`src/rtl/alu_arbiter_if.sv`:
```
// Bundle of the two requester ports, the shared ALU port and the conflict
// counter for alu_arbiter. The slave modport is the arbiter's view and the
// master modport is the view of whatever sits around it: the requesters,
// the shared ALU and an observer of the counter.
interface alu_arbiter_if;
  // Requester 0 request and response channels
  logic        req0_valid;
  logic        req0_ready;
  logic [3:0]  req0_op;
  logic [31:0] req0_a;
  logic [31:0] req0_b;
  logic        rsp0_valid;
  logic [31:0] rsp0_result;
  logic        rsp0_ready;

  // Requester 1 request and response channels
  logic        req1_valid;
  logic        req1_ready;
  logic [3:0]  req1_op;
  logic [31:0] req1_a;
  logic [31:0] req1_b;
  logic        rsp1_valid;
  logic [31:0] rsp1_result;
  logic        rsp1_ready;

  // Shared ALU port
  logic [3:0]  alu_control;
  logic [31:0] alu_in1;
  logic [31:0] alu_in2;
  logic [31:0] alu_result;

  // Lost-arbitration statistics
  logic [15:0] conflict_cnt;

  modport slave (
    input  req0_valid, req0_op, req0_a, req0_b, rsp0_ready,
    input  req1_valid, req1_op, req1_a, req1_b, rsp1_ready,
    input  alu_result,
    output req0_ready, rsp0_valid, rsp0_result,
    output req1_ready, rsp1_valid, rsp1_result,
    output alu_control, alu_in1, alu_in2,
    output conflict_cnt
  );

  modport master (
    output req0_valid, req0_op, req0_a, req0_b, rsp0_ready,
    output req1_valid, req1_op, req1_a, req1_b, rsp1_ready,
    output alu_result,
    input  req0_ready, rsp0_valid, rsp0_result,
    input  req1_ready, rsp1_valid, rsp1_result,
    input  alu_control, alu_in1, alu_in2,
    input  conflict_cnt
  );
endinterface

```
`src/rtl/alu_arbiter.sv`:
```
// Two-requester arbiter in front of one shared combinational ALU.
// Each cycle at most one eligible requester is granted. Its operation goes
// to the ALU, and the result is captured into that requester's 1-entry
// response register. A requester whose response register is still full
// and is not being drained this cycle is not eligible. Ties go round-robin
// when FAIR != 0; otherwise requester 0 always wins a tie.
module alu_arbiter #(
  parameter int FAIR = 1
) (
  input  logic         clk,
  input  logic         rst_n,
  alu_arbiter_if.slave bus
);

  logic        w_elig0;
  logic        w_elig1;
  logic        w_tie;
  logic        w_grant0;
  logic        w_grant1;
  logic        w_fair;

  logic        r_last_grant;
  logic        r_rsp0_valid;
  logic        r_rsp1_valid;
  logic [31:0] r_rsp0_result;
  logic [31:0] r_rsp1_result;
  logic [15:0] r_conflict_cnt;

  assign w_fair = (FAIR != 0);

  // A requester can issue when its response slot is empty or is being drained
  // in the same cycle. rst_n is folded in so nothing is granted during reset.
  assign w_elig0 = rst_n & bus.req0_valid & (~r_rsp0_valid | bus.rsp0_ready);
  assign w_elig1 = rst_n & bus.req1_valid & (~r_rsp1_valid | bus.rsp1_ready);
  assign w_tie   = w_elig0 & w_elig1;

  // Grant selection: a lone eligible requester always wins. On a tie, round-robin
  // grants the requester that was not granted last; fixed priority picks 0.
  always_comb begin
    w_grant0 = 1'b0;
    w_grant1 = 1'b0;
    if (w_tie) begin
      if (w_fair) begin
        w_grant0 = r_last_grant;
        w_grant1 = ~r_last_grant;
      end else begin
        w_grant0 = 1'b1;
      end
    end else begin
      w_grant0 = w_elig0;
      w_grant1 = w_elig1;
    end
  end

  // Route the granted requester's operation to the shared ALU; drive zeros when idle
  always_comb begin
    bus.alu_control = 4'd0;
    bus.alu_in1     = 32'd0;
    bus.alu_in2     = 32'd0;
    if (w_grant0) begin
      bus.alu_control = bus.req0_op;
      bus.alu_in1     = bus.req0_a;
      bus.alu_in2     = bus.req0_b;
    end else if (w_grant1) begin
      bus.alu_control = bus.req1_op;
      bus.alu_in1     = bus.req1_a;
      bus.alu_in2     = bus.req1_b;
    end
  end

  // Remember who won last. The reset value of 1 makes the first tie go to requester 0.
  always_ff @(posedge clk or negedge rst_n) begin
    if (!rst_n) begin
      r_last_grant <= 1'b1;
    end else if (w_grant0) begin
      r_last_grant <= 1'b0;
    end else if (w_grant1) begin
      r_last_grant <= 1'b1;
    end
  end

  // Requester 0 response slot: a new result overrides a drain, so back-to-back ops flow
  always_ff @(posedge clk or negedge rst_n) begin
    if (!rst_n) begin
      r_rsp0_valid  <= 1'b0;
      r_rsp0_result <= 32'd0;
    end else if (w_grant0) begin
      r_rsp0_valid  <= 1'b1;
      r_rsp0_result <= bus.alu_result;
    end else if (bus.rsp0_ready) begin
      r_rsp0_valid  <= 1'b0;
    end
  end

  // Requester 1 response slot: same policy as requester 0
  always_ff @(posedge clk or negedge rst_n) begin
    if (!rst_n) begin
      r_rsp1_valid  <= 1'b0;
      r_rsp1_result <= 32'd0;
    end else if (w_grant1) begin
      r_rsp1_valid  <= 1'b1;
      r_rsp1_result <= bus.alu_result;
    end else if (bus.rsp1_ready) begin
      r_rsp1_valid  <= 1'b0;
    end
  end

  // Count tie cycles, where one eligible requester necessarily loses; saturate rather than wrap
  always_ff @(posedge clk or negedge rst_n) begin
    if (!rst_n) begin
      r_conflict_cnt <= 16'd0;
    end else if (w_tie && (r_conflict_cnt != 16'hFFFF)) begin
      r_conflict_cnt <= r_conflict_cnt + 16'd1;
    end
  end

  assign bus.req0_ready   = w_grant0;
  assign bus.req1_ready   = w_grant1;
  assign bus.rsp0_valid   = r_rsp0_valid;
  assign bus.rsp0_result  = r_rsp0_result;
  assign bus.rsp1_valid   = r_rsp1_valid;
  assign bus.rsp1_result  = r_rsp1_result;
  assign bus.conflict_cnt = r_conflict_cnt;

endmodule

```
`src/flat_wrapper.sv`:
```
// flat-port wrapper written by rule: the top's interface ports become plain ports
module alu_arbiter_flat 
#(
  parameter int FAIR = 1
)
  (clk, rst_n, bus_req0_valid, bus_req0_op, bus_req0_a, bus_req0_b, bus_rsp0_ready, bus_req1_valid, bus_req1_op, bus_req1_a, bus_req1_b, bus_rsp1_ready, bus_alu_result, bus_req0_ready, bus_rsp0_valid, bus_rsp0_result, bus_req1_ready, bus_rsp1_valid, bus_rsp1_result, bus_alu_control, bus_alu_in1, bus_alu_in2, bus_conflict_cnt);
  alu_arbiter_if bus_i ();
  input  logic clk;
  input  logic rst_n;
  input wire logic [$bits(bus_i.req0_valid)-1:0] bus_req0_valid;
  input wire logic [$bits(bus_i.req0_op)-1:0] bus_req0_op;
  input wire logic [$bits(bus_i.req0_a)-1:0] bus_req0_a;
  input wire logic [$bits(bus_i.req0_b)-1:0] bus_req0_b;
  input wire logic [$bits(bus_i.rsp0_ready)-1:0] bus_rsp0_ready;
  input wire logic [$bits(bus_i.req1_valid)-1:0] bus_req1_valid;
  input wire logic [$bits(bus_i.req1_op)-1:0] bus_req1_op;
  input wire logic [$bits(bus_i.req1_a)-1:0] bus_req1_a;
  input wire logic [$bits(bus_i.req1_b)-1:0] bus_req1_b;
  input wire logic [$bits(bus_i.rsp1_ready)-1:0] bus_rsp1_ready;
  input wire logic [$bits(bus_i.alu_result)-1:0] bus_alu_result;
  output wire logic [$bits(bus_i.req0_ready)-1:0] bus_req0_ready;
  output wire logic [$bits(bus_i.rsp0_valid)-1:0] bus_rsp0_valid;
  output wire logic [$bits(bus_i.rsp0_result)-1:0] bus_rsp0_result;
  output wire logic [$bits(bus_i.req1_ready)-1:0] bus_req1_ready;
  output wire logic [$bits(bus_i.rsp1_valid)-1:0] bus_rsp1_valid;
  output wire logic [$bits(bus_i.rsp1_result)-1:0] bus_rsp1_result;
  output wire logic [$bits(bus_i.alu_control)-1:0] bus_alu_control;
  output wire logic [$bits(bus_i.alu_in1)-1:0] bus_alu_in1;
  output wire logic [$bits(bus_i.alu_in2)-1:0] bus_alu_in2;
  output wire logic [$bits(bus_i.conflict_cnt)-1:0] bus_conflict_cnt;
  assign bus_i.req0_valid = bus_req0_valid;
  assign bus_i.req0_op = bus_req0_op;
  assign bus_i.req0_a = bus_req0_a;
  assign bus_i.req0_b = bus_req0_b;
  assign bus_i.rsp0_ready = bus_rsp0_ready;
  assign bus_i.req1_valid = bus_req1_valid;
  assign bus_i.req1_op = bus_req1_op;
  assign bus_i.req1_a = bus_req1_a;
  assign bus_i.req1_b = bus_req1_b;
  assign bus_i.rsp1_ready = bus_rsp1_ready;
  assign bus_i.alu_result = bus_alu_result;
  assign bus_req0_ready = bus_i.req0_ready;
  assign bus_rsp0_valid = bus_i.rsp0_valid;
  assign bus_rsp0_result = bus_i.rsp0_result;
  assign bus_req1_ready = bus_i.req1_ready;
  assign bus_rsp1_valid = bus_i.rsp1_valid;
  assign bus_rsp1_result = bus_i.rsp1_result;
  assign bus_alu_control = bus_i.alu_control;
  assign bus_alu_in1 = bus_i.alu_in1;
  assign bus_alu_in2 = bus_i.alu_in2;
  assign bus_conflict_cnt = bus_i.conflict_cnt;
  alu_arbiter #(.FAIR(FAIR)) u_core (.clk(clk), .rst_n(rst_n), .bus(bus_i));
endmodule
```
`config.mk`:
```
export PLATFORM = sky130hd
export DESIGN_NAME = alu_arbiter_flat
export DESIGN_NICKNAME = d
export VERILOG_FILES = /design/src/rtl/alu_arbiter_if.sv /design/src/rtl/alu_arbiter.sv /design/src/flat_wrapper.sv
export SDC_FILE = /design/constraint.sdc
export NUM_CORES = 1
export LEC_CHECK = 0
export CAP_MARGIN = 40
export CORE_ASPECT_RATIO = 1.1
export CORE_MARGIN = 4
export CORE_UTILIZATION = 27
export CTS_CLUSTER_SIZE = 24
export DETAILED_ROUTE_END_ITERATION = 10
export HOLD_SLACK_MARGIN = 0.02
export PLACE_DENSITY = 0.68
export SLEW_MARGIN = 40
export SYNTH_ARGS = -nofsm -noshare
export SYNTH_HDL_FRONTEND = slang
export SYNTH_SLANG_ARGS = --single-unit
```
`constraint.sdc`:
```
create_clock -name clk -period 3.3 [get_ports clk]
set_clock_uncertainty 0.2 [all_clocks]
set_input_delay 0.825 -clock clk [delete_from_list [all_inputs] [get_ports clk]]
set_output_delay 0.825 -clock clk [all_outputs]
set_load 0.01 [all_outputs]
```
==> results of run 1 <==
-- worst paths after layout --
| path | start | to | slack [ps] | depth (start not counted) |
|---|---|---|---|---|
| worst max register to register | u_core.bus.rsp1_valid | u_core.bus.rsp1_result[6] | 800 | 11 |
| max in group asynchronous | rst_n | u_core.bus.conflict_cnt[3] | 2020 | 2 |
| worst min-delay path | u_core.bus.rsp0_result[18] | u_core.bus.rsp0_result[18] | 310 | 1 |
| min in group asynchronous | rst_n | u_core.bus.rsp0_result[12] | 430 | 2 |
| worst max-delay path | rst_n | bus_alu_in1[22] | 9 | 10 |
| worst min register to register | u_core.bus.rsp0_result[18] | u_core.bus.rsp0_result[18] | 310 | 1 |
-- kinds of logic (layout without fill, tap and decap cells) --
kind of cell,after synthesis,count (layout),synth area share
DFF,83,83,0.519
buffers and inverters,25,384,0.0287
xor gates and xnor gates,13,13,0.0284
and+or+nand+nor,48,48,0.0756
adders and majority gates,1,1,0.00312
muxes,66,66,0.186
AOI/OAI and AO/OA,73,73,0.160
other,0,3,0
-- critical path, delay by kind of cell --
| family | cells | cell delay [ps] |
|---|---|---|
| simple gates | 2 | 310 |
| compound gates | 2 | 440 |
| buf+inv | 6 | 670 |
-- cell type report --
type                       count  area, sq um
fill                        1266         6370
timing repair buffer         366         3610
sequential                    83         2080
multi-input combinational    201         1850
tap                          192          240
clock buffer                  10          239
clock inverter                 6         95.1
inverter                       2         12.5
antenna                        3         7.51
-- through the flow --
| stage | setup TNS [ps] | hold WS (ps) | cell area [sq um] | std cells | total power, mW |
|---|---|---|---|---|---|
| finish | 0 | 305 | 8130 | 863 | 3.90 |
| floorplan | 0 | 321 | 4010 | 309 | 1.82 |
| detailed placement | -42800 | 292 | 7530 | 817 | 2.74 |
| global placement | -42500 | 286 | 7530 | 817 | 2.71 |
| global route | -343 | 312 | 8130 | 863 | 4.09 |
| CTS | -1.81 | 305 | 8260 | 862 | 3.97 |
-- sequential cells by signal, summed over array words and instances, names as in the netlist --
signal                   cells
u_core.r_last_grant          1
u_core.bus.rsp0_result      32
u_core.bus.rsp0_valid        1
u_core.bus.conflict_cnt     16
u_core.bus.rsp1_result      32
u_core.bus.rsp1_valid        1
-- cell usage after synthesis, types with 2 or more instances --
| master | instances | share of area |
|---|---|---|
| mux2_2 | 66 | 0.19 |
| nor4_1 | 5 | 0.0078 |
| clkbuf_1 | 4 | 0.0037 |
| nand3_1 | 5 | 0.0062 |
| buf_2 | 11 | 0.014 |
| xnor2_1 | 2 | 0.0044 |
| or2_2 | 3 | 0.0047 |
| xor2_1 | 11 | 0.024 |
| nor3_1 | 5 | 0.0062 |
| and3_1 | 2 | 0.0031 |
| nor3b_1 | 2 | 0.0037 |
| buf_1 | 7 | 0.0066 |
| nand2_1 | 8 | 0.0075 |
| a22o_1 | 68 | 0.15 |
| nand4_1 | 4 | 0.0062 |
| nor4b_1 | 2 | 0.0044 |
| nor2_1 | 3 | 0.0028 |
| dfrtp_1 | 82 | 0.51 |
-- what timing repair did --
action,4_1_cts,5_1_grt
setup buffers,20,0
gates resized for setup,288,21
pin swaps,10,3
setup endpoints to repair,70,58
gates cloned,10,0
-- cell usage in the layout (no fill, tap or decap), types with 3 or more instances in the layout --
cell type / count
clkdlybuf4s50_1: 250
dfrtp_1: 82
a22o_1: 67
mux2_2: 66
buf_2: 52
buf_4: 14
xor2_1: 11
clkbuf_16: 9
clkdlybuf4s15_2: 9
buf_6: 9
clkbuf_2: 9
buf_12: 9
buf_16: 8
nand2_1: 6
nand3_1: 5
nor3_1: 5
nor4_1: 5
nand4_1: 4
diode_2: 3
nor2_1: 3
-- routing by layer --
layer  wire, um  share of wire  vias to the layer above  GRT usage
met5         13        0.00067                        -          0
met4        521          0.027                        2     0.0797
met3       2180           0.11                       33     0.0873
met2       9250           0.47                      201      0.344
met1       7540           0.39                     1955      0.269
li1           -              -                     1895          -
-- power breakdown --
| part | internal (mW) | switching [mW] |
|---|---|---|
| clock network | 0.691 | 0.433 |
| registers | 1.22 | 0.124 |
| logic | 0.887 | 0.536 |
==> run metrics, run 1 <==
slew margin rel.=0.561; core area=0.0145 sq mm; Syn Area/Cell=13.0 sq um; Hold-fix buffers, CTS=0; mapped cell area=0.00401 sq mm; CP arrival=2270 ps; vias=4086; GRT Residual Overflow=0; Max Buffers Root-to-Sink=2; IO Port Bufs=325; DR WL/cell=22.6 um; CTS tree=yes; FP Rows=46; RePlAce Congestion=0.774; Post-Syn Instances=309; net count after synthesis=484; # DRC=0; pre-CTS setup slack=-740 ps; critical setup path kind=input port to output port; Yosys cell types=37; clk slew on worst S/H paths=60 ps; worst vdd ir=0.342 mV; CTS Buf Count=9; clk sink count=83; Final #Nets=838; fraction of layout cells with a size suffix above 1=0.314; crit-path cells=buf_6 > nand2_2 > or2_4 > o21ai_4 > inv_6 > buf_12 > buf_6 > buf_12 > a22o_1 > buf_2; final hold vios=0; type of origin of the critical path=input port; DIE WIDTH=124 um; # IOs=326; Tot GR Track Use=0.218; crit share post-route=0.997; EDFF count, synth=0; fmax=304 MHz; Root Buffer=clkbuf_16; Critical Path Max Stage Delay=250 ps; post-route antenna net violation count=0; Slew Limit Fails=0; Die Ht=136 um; Clk Latency, worst-skew pair=340 ps; #FFs+latches synth=83; # Max-Cap Violations=0; yosys warns=0; Seq/Total Area, Yosys=0.519; final setup violating endpoints=0; Starting Density=0.276; CP Data Required Time=2270 ps; final worst path period need=3290 ps; Via-to-Cell Ratio=4.73; Leak=3.55 nW; CP Capture Type=output port; first-pass GRT wire length=26800 um; status=completed; Layout area overhead=103%; Worst Max-Slew Pin Slew=658 ps; Post-DP HPWL=14500 um; CTS H-tree lvls=3; RSZ-0062 raised after global routing=true; vias in the first global route=4262; asr flop ratio synth=1.00; Core Util, Final=0.561; Slowest-stage cell, CP=or2_4; DR iter-0 viols=147; Initial DRT Pass Iterations=4; maximum fanout along the worst path=13; Final WS setup=9.23 ps; worst hold-check path type=flip-flop to flip-flop; initial antenna violation count=4; die area=0.0168 sq mm; Primary FF master, synth=dfrtp_1; final WL=19500 um; pwr dens=479 mW/mm^2; largest net degree at the start of global routing=85
Note: power is estimated with default switching activity, not from simulation.
==> run 2, diff against run 1 <==
--- a/config.mk
+++ b/config.mk
@@ -11,7 +11,7 @@
 export CORE_UTILIZATION = 27
 export CTS_CLUSTER_SIZE = 24
 export DETAILED_ROUTE_END_ITERATION = 10
-export HOLD_SLACK_MARGIN = 0.02
+export HOLD_SLACK_MARGIN = 0.06
 export PLACE_DENSITY = 0.68
 export SLEW_MARGIN = 40
 export SYNTH_ARGS = -nofsm -noshare
==> results of run 2 <==
No change in the layout: final DEF, timing and power equal those of run 1.
==> run 3, diff against run 2 <==
--- a/config.mk
+++ b/config.mk
@@ -6,7 +6,6 @@
 export NUM_CORES = 1
 export LEC_CHECK = 0
 export CAP_MARGIN = 40
-export CORE_ASPECT_RATIO = 1.1
 export CORE_MARGIN = 4
 export CORE_UTILIZATION = 27
 export CTS_CLUSTER_SIZE = 24
==> run 3 against run 2 <==
Non-clock buffer count down 7. Critical path depth shrank 1. Highest routed layer unchanged. Core utilization down 1.6 points. Global-route usage shrank 1.2 points. Worst setup slack improved by 8.7 ps. Wire length decreased by 5.1%.
==> run metrics, run 3 (synthesis results as in run 1) <==
Pwr Total=3.76 mW (was 3.90 mW); Sum Neg Setup Slack=0 ps (unchanged); r2r startpoint=u_core.bus.rsp1_valid (unchanged); Switching Share=0.285 (was 0.281); slew margin rel.=0.534 (was 0.561); Critical Path Max Stage Delay=240 ps (was 250 ps); Clk Latency, worst-skew pair=340 ps (about the same); vias in the first global route=4426 (was 4262); Final #Nets=831 (was 838); Root Buffer=clkbuf_16 (unchanged); Slowest-stage cell, CP=or2_4 (unchanged); largest net degree at the start of global routing=57 (was 85); NetSw=1.07 mW (was 1.09 mW); Post-DP HPWL=13900 um (was 14500 um); CP Capture Type=output port (unchanged); clock share of power=0.279 (was 0.289); critical setup path kind=input port to output port (unchanged); maximum fanout along the worst path=8 (was 13); Final WS setup=18.0 ps (was 9.23 ps); worst vdd ir=0.317 mV (was 0.342 mV); Pint=2.69 mW (was 2.80 mW); vias=4162 (was 4086); Worst Max-Slew Pin Slew=700 ps (was 658 ps); CTS H-tree lvls=3 (unchanged); fmax=305 MHz (was 304 MHz); die area=0.0168 sq mm (about the same); hold path endpoint=u_core.bus.conflict_cnt[11] (was u_core.bus.rsp0_result[18]); RR Endpoint=u_core.bus.rsp1_result[7] (was u_core.bus.rsp1_result[6]); final setup violating endpoints=0 (unchanged); area post-placement=0.00756 sq mm (was 0.00753 sq mm); clk slew on worst S/H paths=60 ps (about the same); # DRC=0 (unchanged); Initial DRT Pass Iterations=5 (was 4); DR iter-0 viols=150 (was 147); R2R setup slack=740 ps (was 800 ps); IO Port Bufs=325 (unchanged); core area=0.0145 sq mm (about the same); Via-to-Cell Ratio=4.91 (was 4.73); WHS Path Cells=1 (unchanged); Core Util, Final=0.545 (was 0.561); pre-CTS setup slack=-662 ps (was -740 ps); status=completed (unchanged); hold path start=u_core.bus.conflict_cnt[11] (was u_core.bus.rsp0_result[18]); Final Cell Area=0.00792 sq mm (was 0.00813 sq mm); final worst path period need=3280 ps (was 3290 ps); CTS Buf Count=9 (unchanged); Non-Filler Instances=847 (was 863); worst hold-check path type=flip-flop to flip-flop (unchanged); Logic pwr share=0.362 (was 0.365); fraction of layout cells with a size suffix above 1=0.293 (was 0.314); most frequent cells in the layout=250 x clkdlybuf4s50_1, 82 x dfrtp_1, 67 x a22o_1, 66 x mux2_2, 32 x clkbuf_2 (was 250 x clkdlybuf4s50_1, 82 x dfrtp_1, 67 x a22o_1, 66 x mux2_2, 52 x buf_2); Leak=3.44 nW (was 3.55 nW); crit share post-route=0.995 (was 0.997); DIE WIDTH=130 um (was 124 um); Tot GR Track Use=0.206 (was 0.218); post-route antenna net violation count=0 (unchanged); initial antenna violation count=4 (unchanged); CP Data Required Time=2270 ps (about the same); type of origin of the critical path=input port (unchanged); Filler Cell Count=1277 (was 1266); most common cell after layout, fill and taps aside=clkdlybuf4s50_1 (unchanged); reg2reg path depth=10 (was 11); CTS tree=yes (unchanged); # Max-Cap Violations=0 (unchanged); RePlAce Congestion=0.917 (was 0.774); pwr dens=475 mW/mm^2 (was 479 mW/mm^2); first-pass GRT wire length=26300 um (was 26800 um); Die Ht=130 um (was 136 um); Final Hold Slack=299 ps (was 305 ps); Flop pwr share=0.359 (was 0.346); Placed Instances=811 (was 817); final hold vios=0 (unchanged); FF/Latch Area=0.00208 sq mm (unchanged); CP arrival=2260 ps (was 2270 ps); crit-path cells=buf_4 > nand2_2 > or2_4 > o21ai_4 > clkinv_4 > buf_12 > buf_16 > a22o_1 > buf_2 (was buf_6 > nand2_2 > or2_4 > o21ai_4 > inv_6 > buf_12 > buf_6 > buf_12 > a22o_1 > buf_2); DR WL/cell=21.8 um (was 22.6 um); clk sink count=83 (unchanged); GRT Residual Overflow=0 (unchanged); Max Buffers Root-to-Sink=2 (unchanged); area of the multi-input gates=0.00185 sq mm (about the same); FP Rows=44 (was 46); Slew Limit Fails=0 (unchanged); # IOs=326 (unchanged); Starting Density=0.276 (about the same); final WL=18500 um (was 19500 um); Layout area overhead=97.7% (was 103%)
==> run 3: layout make-up <==
cell class / count / share of cell area
multi-input combinational: 201 / 0.233
antenna: 2 / 0.000632
sequential: 83 / 0.262
clock buffer: 10 / 0.0302
inverter: 2 / 0.00158
timing repair buffer: 359 / 0.434
clock inverter: 6 / 0.00901
tap: 184 / 0.0291
==> run 3: how the worst max path moves through the flow <==
stage                   startpoint                 end  slack [ps]  cells past startpoint
finish                       rst_n     bus_alu_in1[31]          20                      9
floorplan           bus_req1_valid      bus_alu_in1[0]         140                      7
global placement    bus_rsp1_ready     bus_alu_in1[31]        -700                      7
CTS                 bus_rsp0_ready  bus_alu_control[0]         -30                      8
global route                 rst_n      bus_req1_ready          -4                      9
detailed placement  bus_rsp1_ready  bus_alu_control[0]        -660                      7
==> run 3: critical path: cells and delay by family <==
kind                   cells  cell delay, ps
AO/OA/AOI/OAI              2             410
buffers and inverters      5             700
AND/OR/NAND/NOR            2             300
==> run 3: layer usage <==
metal,track usage,share of wire,up-vias
met4,0.0697,0.021,4
met5,0,0.0015,-
met2,0.366,0.52,180
met3,0.0606,0.085,30
met1,0.237,0.37,2067
li1,-,-,1881
==> run 3: timing repair <==
action | CTS | global route
hold buffers | 0 | 0
gates resized for setup | 205 | 47
gates cloned | 5 | 3
setup endpoints to repair | 70 | 65
buffers inserted | 8 | 3
pin swaps | 5 | 3
==> run 3: power groups by stage <==
stage,logic [mW],registers [mW],clock network [mW]
after CTS,1.38,1.35,1.08
after floorplan,0.368,1.45,0
final,1.36,1.35,1.05
after global placement,1.35,1.36,0
after global routing,1.44,1.38,1.14
after detailed placement,1.36,1.37,0
